File: src/rtl/counter_pkg.sv
// Shared definitions for the counter controller: state encoding, parameter
// defaults and a small next-state helper for the run/pause button.
package counter_pkg;

    localparam int unsigned CMAX_DEF      = 100;
    localparam int unsigned W_DEF         = 7;
    localparam int unsigned DB_CYCLES_DEF = 500000;

    localparam logic [1:0] ST_IDLE  = 2'd0;
    localparam logic [1:0] ST_RUN   = 2'd1;
    localparam logic [1:0] ST_PAUSE = 2'd2;
    localparam logic [1:0] ST_DONE  = 2'd3;

    // State reached by a start press; DONE is sticky until a load
    function automatic logic [1:0] start_next(input logic [1:0] s);
        case (s)
            ST_IDLE:  return ST_RUN;
            ST_RUN:   return ST_PAUSE;
            ST_PAUSE: return ST_RUN;
            default:  return s;
        endcase
    endfunction

endpackage

File: src/rtl/counter_ctrl_if.sv
// Controller <-> counter bus: step/load strobes, load value, direction and
// the counter value fed back to the controller.
interface counter_ctrl_if
    import counter_pkg::*;
#(
    parameter int unsigned W = W_DEF
);
    logic         cnt_en;
    logic         load;
    logic [W-1:0] data_out;
    logic         updown;
    logic [W-1:0] count_in;

    modport master (output cnt_en, output load, output data_out, output updown,
                    input  count_in);
    modport slave  (input  cnt_en, input  load, input  data_out, input  updown,
                    output count_in);
endinterface

File: src/rtl/btn_debounce.sv
// Button front end: 2-flop synchronizer, optional stability filter
// (enabled by defining DEBOUNCE_EN) and a registered rising-edge pulse.
// A button already held when reset releases stays silent until it has been
// seen released once.
module btn_debounce
    import counter_pkg::*;
#(
    parameter int unsigned DB_CYCLES = DB_CYCLES_DEF
)(
    input  logic clk,
    input  logic rst,
    input  logic btn,
    output logic rise
);

    if (DB_CYCLES < 1) begin : g_bad_db
        $error("btn_debounce: DB_CYCLES must be at least 1");
    end

    logic       sync_q1;
    logic       sync_q2;
    logic [1:0] primed;
    logic       armed;
    logic       level;
    logic       level_q;

    // Two-flop synchronizer for the raw button
    always_ff @(posedge clk or posedge rst) begin
        if (rst) begin
            sync_q1 <= 1'b0;
            sync_q2 <= 1'b0;
        end else begin
            sync_q1 <= btn;
            sync_q2 <= sync_q1;
        end
    end

    // Arm only after a genuine released sample has passed the synchronizer
    always_ff @(posedge clk or posedge rst) begin
        if (rst) begin
            primed <= 2'b00;
            armed  <= 1'b0;
        end else begin
            primed <= {primed[0], 1'b1};
            if (primed[1] && !sync_q2) begin
                armed <= 1'b1;
            end
        end
    end

`ifdef DEBOUNCE_EN
    localparam int unsigned CW = (DB_CYCLES > 1) ? $clog2(DB_CYCLES) : 1;

    logic [CW-1:0] db_cnt;
    logic          stable;

    // Accept a new level after DB_CYCLES consecutive differing samples
    always_ff @(posedge clk or posedge rst) begin
        if (rst) begin
            db_cnt <= '0;
            stable <= 1'b0;
        end else if (sync_q2 == stable) begin
            db_cnt <= '0;
        end else if (db_cnt == CW'(DB_CYCLES - 1)) begin
            db_cnt <= '0;
            stable <= sync_q2;
        end else begin
            db_cnt <= db_cnt + CW'(1);
        end
    end

    assign level = stable;
`else
    assign level = sync_q2;
`endif

    // One-cycle pulse on each accepted rising edge
    always_ff @(posedge clk or posedge rst) begin
        if (rst) begin
            level_q <= 1'b0;
            rise    <= 1'b0;
        end else begin
            level_q <= level;
            rise    <= level & ~level_q & armed;
        end
    end

endmodule

File: src/rtl/counter_ctrl.sv
// Run/pause/load controller for an external up/down counter.
// Optional button debounce is enabled by defining DEBOUNCE_EN.
module counter_ctrl
    import counter_pkg::*;
#(
    parameter int unsigned CMAX      = CMAX_DEF,
    parameter int unsigned W         = W_DEF,
    parameter int unsigned DB_CYCLES = DB_CYCLES_DEF
)(
    input  logic         clk,
    input  logic         rst,
    input  logic         tick,
    input  logic         start_btn,
    input  logic         load_btn,
    input  logic [W-1:0] sw_data,
    input  logic         sw_updown,
    input  logic         sw_oneshot,
    counter_ctrl_if.master bus,
    output logic [1:0]   state_o
);

    if ((64'd1 << W) < 64'(CMAX)) begin : g_bad_w
        $error("counter_ctrl: W too small for CMAX");
    end

    localparam logic [W-1:0] TOP = W'(CMAX - 1);

    logic         start_p;
    logic         load_p;
    logic [1:0]   state;
    logic [1:0]   state_d;
    logic         cnt_en_d;
    logic         load_d;
    logic [W-1:0] data_d;
    logic         updown_d;
    logic         at_term_c;

    btn_debounce #(.DB_CYCLES(DB_CYCLES)) u_start_db (
        .clk  (clk),
        .rst  (rst),
        .btn  (start_btn),
        .rise (start_p)
    );

    btn_debounce #(.DB_CYCLES(DB_CYCLES)) u_load_db (
        .clk  (clk),
        .rst  (rst),
        .btn  (load_btn),
        .rise (load_p)
    );

    // Next state and next output values; load has priority over start
    always_comb begin
        state_d   = state;
        cnt_en_d  = 1'b0;
        load_d    = 1'b0;
        data_d    = bus.data_out;
        updown_d  = (state == ST_RUN) ? bus.updown : sw_updown;
        at_term_c = sw_oneshot &&
                    (bus.updown ? (bus.count_in == TOP) : (bus.count_in == '0));

        if (load_p) begin
            load_d  = 1'b1;
            data_d  = (sw_data > TOP) ? TOP : sw_data;
            state_d = ST_IDLE;
        end else if (start_p) begin
            state_d = start_next(state);
        end else if (state == ST_RUN && tick) begin
            if (at_term_c) begin
                state_d = ST_DONE;
            end else begin
                cnt_en_d = 1'b1;
            end
        end
    end

    // State register
    always_ff @(posedge clk or posedge rst) begin
        if (rst) begin
            state <= ST_IDLE;
        end else begin
            state <= state_d;
        end
    end

    // Registered counter-bus outputs
    always_ff @(posedge clk or posedge rst) begin
        if (rst) begin
            bus.cnt_en   <= 1'b0;
            bus.load     <= 1'b0;
            bus.data_out <= '0;
            bus.updown   <= 1'b1;
        end else begin
            bus.cnt_en   <= cnt_en_d;
            bus.load     <= load_d;
            bus.data_out <= data_d;
            bus.updown   <= updown_d;
        end
    end

    assign state_o = state;

endmodule

File: src/flat_wrapper.sv
// flat-port wrapper written by rule: the top's interface ports become plain ports
module counter_ctrl_flat import counter_pkg::*;
#(
    parameter int unsigned CMAX      = CMAX_DEF,
    parameter int unsigned W         = W_DEF,
    parameter int unsigned DB_CYCLES = DB_CYCLES_DEF
)
  (clk, rst, tick, start_btn, load_btn, sw_data, sw_updown, sw_oneshot, state_o, bus_cnt_en, bus_load, bus_data_out, bus_updown, bus_count_in);
  counter_ctrl_if #(.W(W)) bus_i ();
  input  logic clk;
  input  logic rst;
  input  logic tick;
  input  logic start_btn;
  input  logic load_btn;
  input  logic [W-1:0] sw_data;
  input  logic sw_updown;
  input  logic sw_oneshot;
  output logic [1:0] state_o;
  output wire logic [$bits(bus_i.cnt_en)-1:0] bus_cnt_en;
  output wire logic [$bits(bus_i.load)-1:0] bus_load;
  output wire logic [$bits(bus_i.data_out)-1:0] bus_data_out;
  output wire logic [$bits(bus_i.updown)-1:0] bus_updown;
  input wire logic [$bits(bus_i.count_in)-1:0] bus_count_in;
  assign bus_cnt_en = bus_i.cnt_en;
  assign bus_load = bus_i.load;
  assign bus_data_out = bus_i.data_out;
  assign bus_updown = bus_i.updown;
  assign bus_i.count_in = bus_count_in;
  counter_ctrl #(.CMAX(CMAX), .W(W), .DB_CYCLES(DB_CYCLES)) u_core (.clk(clk), .rst(rst), .tick(tick), .start_btn(start_btn), .load_btn(load_btn), .sw_data(sw_data), .sw_updown(sw_updown), .sw_oneshot(sw_oneshot), .bus(bus_i), .state_o(state_o));
endmodule
File: config.mk
export PLATFORM = sky130hd
export DESIGN_NAME = counter_ctrl_flat
export DESIGN_NICKNAME = d
export VERILOG_FILES = /design/src/rtl/counter_pkg.sv /design/src/rtl/counter_ctrl_if.sv /design/src/rtl/btn_debounce.sv /design/src/rtl/counter_ctrl.sv /design/src/flat_wrapper.sv
export SDC_FILE = /design/constraint.sdc
export NUM_CORES = 1
export LEC_CHECK = 0
export BUFFER_PORTS_ARGS = -buffer_cell sky130_fd_sc_hd__buf_2
export CAP_MARGIN = 20
export CORE_ASPECT_RATIO = 0.8
export CORE_MARGIN = 2
export CORE_UTILIZATION = 45
export CTS_CLUSTER_DIAMETER = 60
export DETAILED_ROUTE_END_ITERATION = 8
export GPL_ROUTABILITY_DRIVEN = 1
export GPL_TIMING_DRIVEN = 1
export PLACE_DENSITY = 0.73
export REMOVE_ABC_BUFFERS = 1
export SLEW_MARGIN = 10
export SYNTH_ARGS = -nofsm -noshare
export SYNTH_HDL_FRONTEND = slang
export SYNTH_SLANG_ARGS = --single-unit
File: constraint.sdc
create_clock -name clk -period 1.6 [get_ports clk]
set_input_delay 0.16 -clock clk [delete_from_list [all_inputs] [get_ports clk]]
set_output_delay 0.16 -clock clk [all_outputs]
set_load 0.02 [all_outputs]
======== Word-level counts from Yosys, hierarchy flattened ========
Index checks and enable logic that the tools add are counted.
operators by class
  $add $sub $neg .......................... 0
  multipliers ............................. 0
  divide/modulo/power cells ............... 0
  $lt $le $gt $ge ......................... 1
  eq/ne operators ......................... 4
  shift-type cells ........................ 0
  muxes and demuxes ....................... 12
  bitwise logic cells ..................... 6
  reduce and logical (&&, ||, !) cells .... 12
operators with widths
  operator                                             count
  two-way mux 2 bit                                    4
  equality test 7 bit, second input constant           1
  > comparator 7 bit, second input constant            1
  zero test 7 bit                                      1
  two-way mux 7 bit                                    1
  two-way mux 1 bit                                    6
  nonzero test 3 bit                                   2
  bitwise AND 1 bit                                    4
  logical AND 1 bit                                    4
  != test 4 x 3 -> 1 bit, second input constant        1
  case mux 2 bit (2 select lines)                      1
  AND reduction 3 bit                                  1
  equality test 2 x 1 -> 1 bit, second input constant  1
  equality test 2 bit, second input constant           1
  zero test 1 bit                                      2
  zero test 2 bit                                      1
  inverter 1 bit                                       2
  OR reduction 2 bit                                   1
word-level totals
  flip-flop bits (word level) ............. 26
  latch bits .............................. 0
  RAM bits ................................ 0
  ROM bits ................................ 0
  input port bits ......................... 21
  output and inout bits ................... 12
  word-level logic and storage cells ...... 52
  memories kept ........................... 0

======== Longest topological paths before layout ========
Gate-level depths: netlist of the first run.
  depth in word-level cells ............... 7
  gate-level depth with buffers ........... 3
  mapped depth without buffers ............ 3

======== Hierarchy ========
Synthesis of the first run repeated with hierarchy kept, for this count alone.
unflattened totals
  cell total of the unflattened synthesis .. 67
  area, all modules ....................... 937.1 µm²
modules (own cells, without submodules)
  module        times used  cells an instance  area each (µm²)  sequential area each (µm²)
  counter_ctrl  1           43                 524.3            301.5
  btn_debounce  2           12                 206.4            175.2

======== Worst setup path before layout of the first run ========
OpenSTA, ideal clock, no wires.
  path kind ............................... register -> register
  start ................................... reg u_core.bus.updown
  end ..................................... reg u_core.bus.cnt_en
  data arrival time ....................... 1.011 ns
  required time ........................... 1.481 ns
  slack ................................... 0.470 ns
  cell stages (with the launch flop) ...... 4
  buffers on the path ..................... 0
  clock period less this slack ............ 1.130 ns
  cells stage by stage .................... dfstp_2 -> and4_1 -> mux2i_1 -> o21a_1
between the ends
  longest elaborated chain between the ends .. 6
ends and longest elaborated chain
  what                    line                   text
  start, declared         counter_ctrl_if.sv:14  modport master (output cnt_en, output load, output data_out, output updown,
  start signal, assigned  counter_ctrl.sv:97     bus.updown <= updown_d;
  two-way mux 1 bit       counter_ctrl.sv:60     (bus.updown ? (bus.count_in == TOP) : (bus.count_in == '0));
  logical AND 1 bit       counter_ctrl.sv:59     at_term_c = sw_oneshot &&
  two-way mux 1 bit       counter_ctrl.sv:69     if (at_term_c) begin
  two-way mux 1 bit       counter_ctrl.sv:68     end else if (state == ST_RUN && tick) begin
  two-way mux 1 bit       counter_ctrl.sv:66     end else if (start_p) begin
  two-way mux 1 bit       counter_ctrl.sv:62     if (load_p) begin
  net u_core.cnt_en_d     counter_ctrl.sv:32     logic cnt_en_d;
  end signal, assigned    counter_ctrl.sv:94     bus.cnt_en <= cnt_en_d;
  end, declared           counter_ctrl_if.sv:14
The timed path passes the listed nets, and every way through them passes these cells.
A chain may end at the register's enable or synchronous reset.

======== Worst setup path after layout of the first run ========
  start ................................... reg u_core.bus.updown
  end ..................................... out bus_updown
RTL lines
  what           line                text
  end, declared  flat_wrapper.sv:22  output wire logic [$bits(bus_i.updown)-1:0] bus_updown;
No word-level cell between the ends.

==> results.toml, run 1 <==
[sta]
post-route-period-util_pct = 74.45
tns_ns = 0
rsz0062_at_grt = "no"
fin_ws_ns = 0.4087
clock.fmax_mhz = 839.5
slew_violations = 0
min_period_ns = 1.191
holdWs_ns = 0.05138
finalHoldViolCount = 0
setup_violations = 0
skew_ns = 0.002086

[drt]
first_pass_iters = 4
routed_via_density = 4.892
drt_iter0_markers = 7
wl_mm = 1.385
vias = 636
antenna_left = 0
drcViolationCount = 0
post_drt_wl_per_cell_um = 10.65

[critical_path]
cp-end-kind = "primary output"
crit_arrival_ns = 1.03
worst-path-stages = 1
crit_start = "u_core.bus.updown$_DFFE_PP1P_"
r2r-end = "u_core.bus.cnt_en$_DFF_PP0_"
startpoint_type = "register"
cpMaxStageDelayCell = "dfstp_2"
path_buf_inv = 1
critPathMaxFanout = 4
critPathMaxStageDelay_ns = 0.56
rr_worst_depth = 3
rrSetupSlack_ns = 0.47
path_cells = "buf_2"
regToRegStartpoint = "u_core.bus.updown$_DFFE_PP1P_"
cp_top_family = "flip-flops"
required_ns = 1.44
crit_type = "reg -> out"

[logic_synthesis]
synth_async_sr_flop_share_pct = 100.0
ys_seq_area_share_pct = 68.81
synth_edf_count = 0
synth.avg_cell_area_um2 = 13.05
ys_ff_latch = 24
synth.largest_area_cell = "dfrtp_1"
synth_area_um2 = 874.6
synthTopCellsByArea = "dfrtp_1 (66%), mux2_2 (3.9%), dfstp_2 (3.0%)"
ys_types = 25
synth_commonest_cells = "dfrtp_1 (23), inv_1 (7), o21ai_0 (5)"
netlist.area_leader.share_pct = 65.81
yosys_warnings = 0
synth_most_common_cell = "dfrtp_1"
synth-main-ff-cell = "dfrtp_1"
syn_inst = 67

[hold_path]
hp-start = "sw_data[0]"
hold_depth = 2
min_to = "u_core.bus.data_out[0]$_DFFE_PP0P_"
hold_class = "in -> reg"

[die]
initial_core_util_pct = 47.10
die_h_um = 43.43
row_count = 14
io_pins = 33
core-area_um2 = 1857
fp.dieW_um = 53.29
die_area_um2 = 2314

[placement]
placed_area_um2 = 1069
pre_cts_ws_ns = 0.4826
dpl.hpwl_mm = 1.087
gp_congestion = 0.7395
dp_cells = 123
io_buffers = 32

[power_and_ir_drop]
cellPowerDensity_nw_per_um2 = 1164
swShare_pct = 24.50
vdd_drop_max_uv = 815.6
clock_power_share_pct = 31.6
pwr-share-comb_pct = 16.0
p_leak_nw = 0.5607
power.total_mw = 1.340
p_int_mw = 1.011
power.switching_mw = 0.3282
seqPwrFrac_pct = 52.3

[outcome]
status = "finished, final reports clean"

[global_route]
antenna_found_initial = 0
grt_max_degree = 16
gr-total-overflow = 0
grt_pass1_wl_mm = 2.270
grt_usage_pct = 14.21
first_global_vias = 544

[clocking]
cts_buffers = 3
cts-htree-levels = 1
clock_path_buffers = 2
clock_latency_ns = 0.31
clkTransAtPathRegs_ns = 0.12
tritoncts = "yes"
ctsResizeCount = 0
postCtsSetupRepairBufs = 0
cts_sinks = 24
cts_hold_buf = 3
cts_root_buf = "clkbuf_4"

[cells_and_area]
layout-drive-gt1-share_pct = 39.62
stdcell_area_um2 = 1151
syn_to_final_growth_pct = 31.62
final_cells = 130
post-route-util_pct = 61.99
nNetsFinal = 128
diodes = 0

[flow_run]
drv_cap = 0
[routing by layer]
| metal | wire (um) | track usage (%) |
|---|---|---|
| met5 | 0 | 0 |
| met4 | 14 | 6.154 |
| met3 | 87 | 6.207 |
| met2 | 675 | 22.72 |
| met1 | 607 | 16.67 |
[power by group through the flow]
stage               Combinational [mW]  Clock [mW]  Sequential (mW)
detailed placement               0.213           0            0.714
global route                     0.237       0.467            0.711
floorplan                       0.0696           0            0.766
CTS                              0.219       0.441            0.702
finish                           0.215       0.424            0.701
global placement                 0.207           0            0.713
[registers in the layout (all words and copies together), names as in the netlist]
| signal | count |
|---|---|
| u_core.bus.cnt_en | 1 |
| u_core.bus.data_out | 7 |
| u_core.bus.load | 1 |
| u_core.bus.updown | 1 |
| u_core.state_o | 2 |
| u_core.u_load_db.armed | 1 |
| u_core.u_load_db.level | 1 |
| u_core.u_load_db.level_q | 1 |
| u_core.u_load_db.primed | 1 |
| u_core.u_load_db.rise | 1 |
| u_core.u_load_db.sync_q1 | 1 |
| u_core.u_start_db.armed | 1 |
| u_core.u_start_db.level | 1 |
| u_core.u_start_db.level_q | 1 |
| u_core.u_start_db.primed | 1 |
| u_core.u_start_db.rise | 1 |
| u_core.u_start_db.sync_q1 | 1 |
[cell type report]
type / count / area (um2)
clock buffers: 3 / 22.52
repair buffers: 36 / 197.7
clock inverters: 1 / 30.03
flip-flops and latches: 24 / 601.8
multi-input cells: 35 / 242.7
inverters: 7 / 26.28
well taps: 24 / 30.03
fillers: 170 / 705.7
[cells in the final DEF, fill, tap and decap left out]
master         netlist  routed
or2_2                1       1
or4b_1               1       1
clkbuf_4             0       3
nor2_1               1       1
nor3_1               2       2
nand2_1              2       2
bufinv_16            0       1
o22a_1               2       2
mux2i_1              2       2
o2111ai_1            1       1
nor2b_1              1       1
buf_4                0       1
dlygate4sd3_1        0       3
o211ai_1             1       1
nor4_1               1       1
dfstp_2              1       1
o21ai_0              5       5
mux2_2               3       3
conb_1               1       1
nor4b_1              1       1
nor3b_1              2       2
o21a_1               1       1
nand3_1              3       3
nand2b_1             1       1
a21o_1               2       2
dfrtp_1             23      23
and4_1               1       1
buf_2                0      32
inv_1                7       7
[worst max-delay path by stage]
stage | end
floorplan | u_core.bus.cnt_en$_DFF_PP0_
global placement | u_core.bus.cnt_en$_DFF_PP0_
detailed placement | u_core.bus.cnt_en$_DFF_PP0_
CTS | bus_updown
global route | u_core.bus.data_out[1]$_DFFE_PP0P_
finish | bus_updown
[cell families after synthesis]
logic type / Yosys count / synth area share (%)
mux: 5 / 6.151
flops: 24 / 68.81
compound gates: 12 / 9.299
buf+inv: 8 / 3.434
simple gates: 17 / 11.88
other cells: 1 / 0.4288
No activity file was read; power rests on OpenSTA's default activity.
==> run 2: changes to the inputs <==
==> constraint.sdc (replaced) <==
create_clock -name clk -period 1.21 [get_ports clk]
set_input_delay 0.121 -clock clk [delete_from_list [all_inputs] [get_ports clk]]
set_output_delay 0.121 -clock clk [all_outputs]
set_load 0.02 [all_outputs]
==> run 2 against run 1 <==
Setup slack worse by 0.35 ns; highest routed layer is now met3; clock-buffer cell count up 1; critical path type unchanged; largest cell class unchanged; global-route usage down 0.10 points; sequential power up 32%; combinational power up 33%; final cell count up 0.77%; sequential share of layout area up 0.40 points; first-iteration DRC count down 14%; register-to-register slack worse by 0.36 ns; die area unchanged; clock skew up 0.0037 ns; non-clock buffer count up 1.
==> results.toml, run 2 (same netlist as run 1, synthesis figures left out) <==
[placement]
io_buffers = 32
gp_congestion = 0.7816
dpl.hpwl_mm = 1.064

[drt]
drt_iter0_markers = 6
wl_mm = 1.380
antenna_left = 0
routed_via_density = 4.748
vias = 622
first_pass_iters = 3
post_drt_wl_per_cell_um = 10.53
drcViolationCount = 0

[critical_path]
critPathMaxFanout = 4
critPathMaxStageDelay_ns = 0.56
path_cells = "buf_2"
cpMaxStageDelayCell = "dfstp_2"
cp_top_family = "flip-flops"
startpoint_type = "register"
crit_arrival_ns = 1.03
cp-end-kind = "primary output"
path_buf_inv = 1
crit_type = "reg -> out"
required_ns = 1.09

[die]
die_area_um2 = 2314
io_pins = 33
core-area_um2 = 1857
die_h_um = 43.43
fp.dieW_um = 53.29
row_count = 14
initial_core_util_pct = 47.10

[cells_and_area]
fillers = 158
regMostFlops = "u_core.bus.data_out"
layout-drive-gt1-share_pct = 40.19
diodes = 0
syn_to_final_growth_pct = 30.62
nNetsFinal = 129
multi_input_comb_area_um2 = 242.7
largest_reg_flops = 7
seqCellArea_um2 = 601.8
layout_commonest_cell = "buf_2"
final_cell_mix = "buf_2 (32), dfrtp_1 (23), inv_1 (7), o21ai_0 (5)"

[hold_path]
hold_class = "in -> reg"

[clocking]
tritoncts = "yes"
ctsResizeCount = 0
clkTransAtPathRegs_ns = 0.12
clock_path_buffers = 2
cts_root_buf = "clkbuf_4"
cts_buffers = 3
clock_latency_ns = 0.31
cts-htree-levels = 1
cts_sinks = 24

[power_and_ir_drop]
seqPwrFrac_pct = 57.2
clock_power_share_pct = 25.1
pwr-share-comb_pct = 17.7
cellPowerDensity_nw_per_um2 = 1418
swShare_pct = 26.64
power.total_mw = 1.620
vdd_drop_max_uv = 1055
power.switching_mw = 0.4317
p_leak_nw = 0.5589
p_int_mw = 1.189

[global_route]
grt_usage_pct = 14.11
first_global_vias = 568
grt_pass1_wl_mm = 2.359
antenna_found_initial = 0
gr-total-overflow = 0
grt_max_degree = 25

[sta]
holdWs_ns = 0.01316
rsz0062_at_grt = "no"
setup_violations = 0
post-route-period-util_pct = 95.04
min_period_ns = 1.150
clock.fmax_mhz = 869.6
slew_violations = 0
finalHoldViolCount = 0
tns_ns = 0
skew_ns = 0.005803

[outcome]
status = "finished, final reports clean"

[flow_run]
drv_cap = 0
run 2: stage by stage:
| stage | area, um2 | utilization (%) | worst slack, ns | std cells |
|---|---|---|---|---|
| 2_1_floorplan | 870.8 | - | 0.07981 | 66 |
| 3_3_place_gp | 1076 | 57.95 | 0.1436 | 124 |
| 3_5_place_dp | 1076 | 57.95 | 0.1229 | 124 |
| 4_1_cts | 1142 | 61.52 | 0.03957 | 131 |
| 5_1_grt | 1142 | 61.52 | 0.004192 | 131 |
| 6_report | 1142 | 61.52 | 0.06004 | 131 |
run 2: path summary, 6_finish.rpt:
path | slack (ns) | cells after the start | from | endpoint
setup / recovery | 0.06 | 1 | u_core.bus.updown$_DFFE_PP1P_ | bus_updown
hold / removal | 0.01 | 2 | sw_data[1] | u_core.bus.data_out[1]$_DFFE_PP0P_
setup reg to reg | 0.11 | 3 | u_core.bus.updown$_DFFE_PP1P_ | u_core.bus.cnt_en$_DFF_PP0_
hold reg to reg | 0.37 | 0 | u_core.u_start_db.sync_q1$_DFF_PP0_ | u_core.u_start_db.level$_DFF_PP0_
max in group asynchronous | 0.57 | 4 | rst | u_core.bus.updown$_DFFE_PP1P_
min in group asynchronous | 0.37 | 4 | rst | u_core.state_o[1]$_DFFE_PP0P_
run 2: metal layers:
layer / up-vias / share of wire (%) / track usage (%)
met5: - / 0 / 0
met4: 0 / 0 / 3.077
met3: 0 / 7.6 / 6.207
met2: 17 / 46 / 22.22
met1: 290 / 46 / 18.18
li1: 315 / - / -
run 2: power by group through the flow:
stage	clock network, mW	logic, mW	registers [mW]
final	0.406	0.287	0.927
after CTS	0.431	0.293	0.927
after detailed placement	0	0.285	0.942
after global placement	0	0.280	0.940
after global routing	0.467	0.319	0.940
after floorplan	0	0.0920	1.01
run 2: cell type report:
cell class | instances | share of cell area, %
inverters | 7 | 2.300
well taps | 24 | 2.629
flip-flops and latches | 24 | 52.68
multi-input cells | 35 | 21.25
repair buffers | 37 | 17.96
clock buffers | 4 | 3.176
run 2: timing repair:
| action | CTS | global route |
|---|---|---|
| setup buffers | 0 | 0 |
| hold buffers | 3 | 0 |
| hold endpoints to repair | 25 | 0 |
==> run 3: changes to the inputs <==
--- a/config.mk
+++ b/config.mk
@@ -5,16 +5,16 @@
 export SDC_FILE = /design/constraint.sdc
 export NUM_CORES = 1
 export LEC_CHECK = 0
+export ABC_AREA = 1
 export BUFFER_PORTS_ARGS = -buffer_cell sky130_fd_sc_hd__buf_2
 export CAP_MARGIN = 20
 export CORE_ASPECT_RATIO = 0.8
-export CORE_MARGIN = 2
 export CORE_UTILIZATION = 45
 export CTS_CLUSTER_DIAMETER = 60
 export DETAILED_ROUTE_END_ITERATION = 8
 export GPL_ROUTABILITY_DRIVEN = 1
 export GPL_TIMING_DRIVEN = 1
-export PLACE_DENSITY = 0.73
+export PLACE_DENSITY = 0.72
 export REMOVE_ABC_BUFFERS = 1
 export SLEW_MARGIN = 10
 export SYNTH_ARGS = -nofsm -noshare
==> run 3 against run 2 <==
Sequential cell count is the same; first-iteration DRC count rose to 2.8 times the previous value; total power grew 13%; maximum frequency rose by 0.33%; design area is 7.1% higher; clock skew is 0.00089 ns higher; register-to-register slack worse by 0.02 ns; setup slack gained 0.0037 ns; global-route usage increased by 5.3 points.
==> results.toml, run 3 <==
[clocking]
tritoncts = "yes"
clkTransAtPathRegs_ns = 0.13
cts_buffers = 3
clock_latency_ns = 0.32
cts_root_buf = "clkbuf_4"
clock_path_buffers = 2
cts_sinks = 24
cts-htree-levels = 1

[power_and_ir_drop]
power.switching_mw = 0.4895
seqPwrFrac_pct = 50.6
vdd_drop_max_uv = 1179
p_int_mw = 1.339
swShare_pct = 26.77
cellPowerDensity_nw_per_um2 = 1494
clock_power_share_pct = 31.3
pwr-share-comb_pct = 18.0
p_leak_nw = 0.6920

[sta]
skew_ns = 0.006697
rsz0062_at_grt = "no"
clock.fmax_mhz = 872.4
min_period_ns = 1.146
tns_ns = 0
finalHoldViolCount = 0
post-route-period-util_pct = 94.73
setup_violations = 0
holdWs_ns = 0.02574
slew_violations = 0
fin_ws_ns = 0.06378

[logic_synthesis]
synth_compound_area_share_pct = 3.083
syn_inst = 98
synth_edf_count = 0
ys_ff_latch = 24
synthMuxAreaShare_pct = 0
synth_commonest_cells = "nand2_1 (27), dfrtp_1 (23), inv_1 (14)"
synth-main-ff-cell = "dfrtp_1"
synth_top_family_by_area = "simple AND/OR/NAND/NOR gates"
synth.avg_cell_area_um2 = 9.524
ys_seq_area_share_pct = 64.48
synth_most_common_cell = "nand2_1"
synth_area_um2 = 933.4
netlist.area_leader.share_pct = 61.66
synthTopCellsByArea = "dfrtp_1 (62%), nand2_1 (11%), inv_1 (5.6%)"
synthSimpleGateAreaFrac_pct = 25.47
synth_xor_area_share_pct = 0
synth.largest_area_cell = "dfrtp_1"
yosys_warnings = 0
ys_types = 20
synth_async_sr_flop_share_pct = 100.0
synth_fa_ha_area_share_pct = 0

[cells_and_area]
syn_to_final_growth_pct = 31.10
layout-drive-gt1-share_pct = 34.06
nNetsFinal = 160
regMostFlops = "u_core.bus.data_out"
largest_reg_flops = 7
final_cells = 162
final_cell_mix = "buf_2 (31), nand2_1 (26), dfrtp_1 (23), inv_1 (14), nor2_1 (8)"
diodes = 0
layout_commonest_cell = "buf_2"

[hold_path]
hp-start = "sw_data[5]"
min_to = "u_core.bus.data_out[5]$_DFFE_PP0P_"
hold_depth = 3
hold_class = "in -> reg"

[outcome]
status = "finished, final reports clean"

[placement]
dp_cells = 154
pre_cts_ws_ns = 0.1579
dpl.hpwl_mm = 1.248
io_buffers = 32
gp_congestion = 0.7694

[die]
row_count = 14
core-area_um2 = 1909
initial_core_util_pct = 48.89
die_area_um2 = 2262
fp.dieW_um = 52.92
die_h_um = 42.74
io_pins = 33

[global_route]
grt_max_degree = 25
first_global_vias = 727
antenna_found_initial = 0
gr-total-overflow = 0
grt_usage_pct = 19.36
grt_pass1_wl_mm = 3.001

[critical_path]
regToRegStartpoint = "u_core.state_o[1]$_DFFE_PP0P_"
required_ns = 1.09
startpoint_type = "register"
cp_top_family = "flip-flops"
critPathMaxStageDelay_ns = 0.57
critPathMaxFanout = 3
crit_arrival_ns = 1.03
path_buf_inv = 1
rr_worst_depth = 7
cp-end-kind = "primary output"
r2r-end = "u_core.state_o[1]$_DFFE_PP0P_"
crit_type = "reg -> out"
rrSetupSlack_ns = 0.09
cpMaxStageDelayCell = "dfstp_2"
path_cells = "buf_4"

[drt]
routed_via_density = 4.710
first_pass_iters = 4
drt_iter0_markers = 17
wl_mm = 1.725
vias = 763
post_drt_wl_per_cell_um = 10.65
antenna_left = 0
drcViolationCount = 0

[flow_run]
drv_cap = 0
-- run 3: how the worst max path moves through the flow --
stage                                  start                       endpoint  depth (start not counted)  slack, ns
6_report       u_core.bus.updown$_DFFE_PP1P_                     bus_updown                          1       0.06
5_1_grt        u_core.bus.updown$_DFFE_PP1P_                     bus_updown                          1      0.006
4_1_cts        u_core.bus.updown$_DFFE_PP1P_                     bus_updown                          1       0.02
3_5_place_dp   u_core.state_o[1]$_DFFE_PP0P_  u_core.state_o[0]$_DFFE_PP0P_                          6       0.16
3_3_place_gp   u_core.bus.updown$_DFFE_PP1P_  u_core.state_o[0]$_DFFE_PP0P_                          5       0.21
2_1_floorplan  u_core.bus.updown$_DFFE_PP1P_  u_core.state_o[0]$_DFFE_PP0P_                          5       0.13
-- run 3: layout make-up --
cell class                 instances  area (um2)
clock buffer                       3       22.52
fill                             161       685.7
clock inverter                     1       30.03
inverter                          15       56.30
multi-input combinational         58       272.8
timing repair buffer              37       210.2
tap                               24       30.03
sequential                        24       601.8
-- run 3: power groups by stage --
stage | clock network [mW] | registers, mW | logic [mW]
2_1_floorplan | 0 | 1.01 | 0.123
3_3_place_gp | 0 | 0.937 | 0.307
3_5_place_dp | 0 | 0.940 | 0.316
4_1_cts | 0.593 | 0.924 | 0.327
5_1_grt | 0.624 | 0.937 | 0.366
6_report | 0.573 | 0.926 | 0.329
-- run 3: repair_timing --
action	in CTS	in global routing
setup endpoints to repair	0	2
resized for setup	0	2
hold endpoints to repair	26	0
buffers inserted	0	0
hold buffers	4	0
-- run 3: metal layers --
metal | wire, um | vias up | global-route usage (%)
met2 | 890 | 23 | 31.90
met3 | 101 | 3 | 8.602
met5 | 0 | - | 0
li1 | - | 377 | -
met4 | 15 | 0 | 6.842
met1 | 718 | 360 | 22.06
-- run 3: through the flow --
stage / instance area, um2 / utilization [%] / power [mW]
2_1_floorplan: 928.4 / - / 1.129
3_3_place_gp: 1126 / 58.98 / 1.244
3_5_place_dp: 1126 / 58.98 / 1.256
4_1_cts: 1219 / 63.83 / 1.844
5_1_grt: 1224 / 64.09 / 1.927
6_report: 1224 / 64.09 / 1.829
-- run 3: kinds of logic (layout without fill, tap and decap cells) --
group / count (synthesis) / after routing
AND/OR/NAND/NOR: 52 / 52
AO/OA/AOI/OAI: 5 / 5
other: 1 / 1
flip-flops: 24 / 24
buffers and inverters: 16 / 56
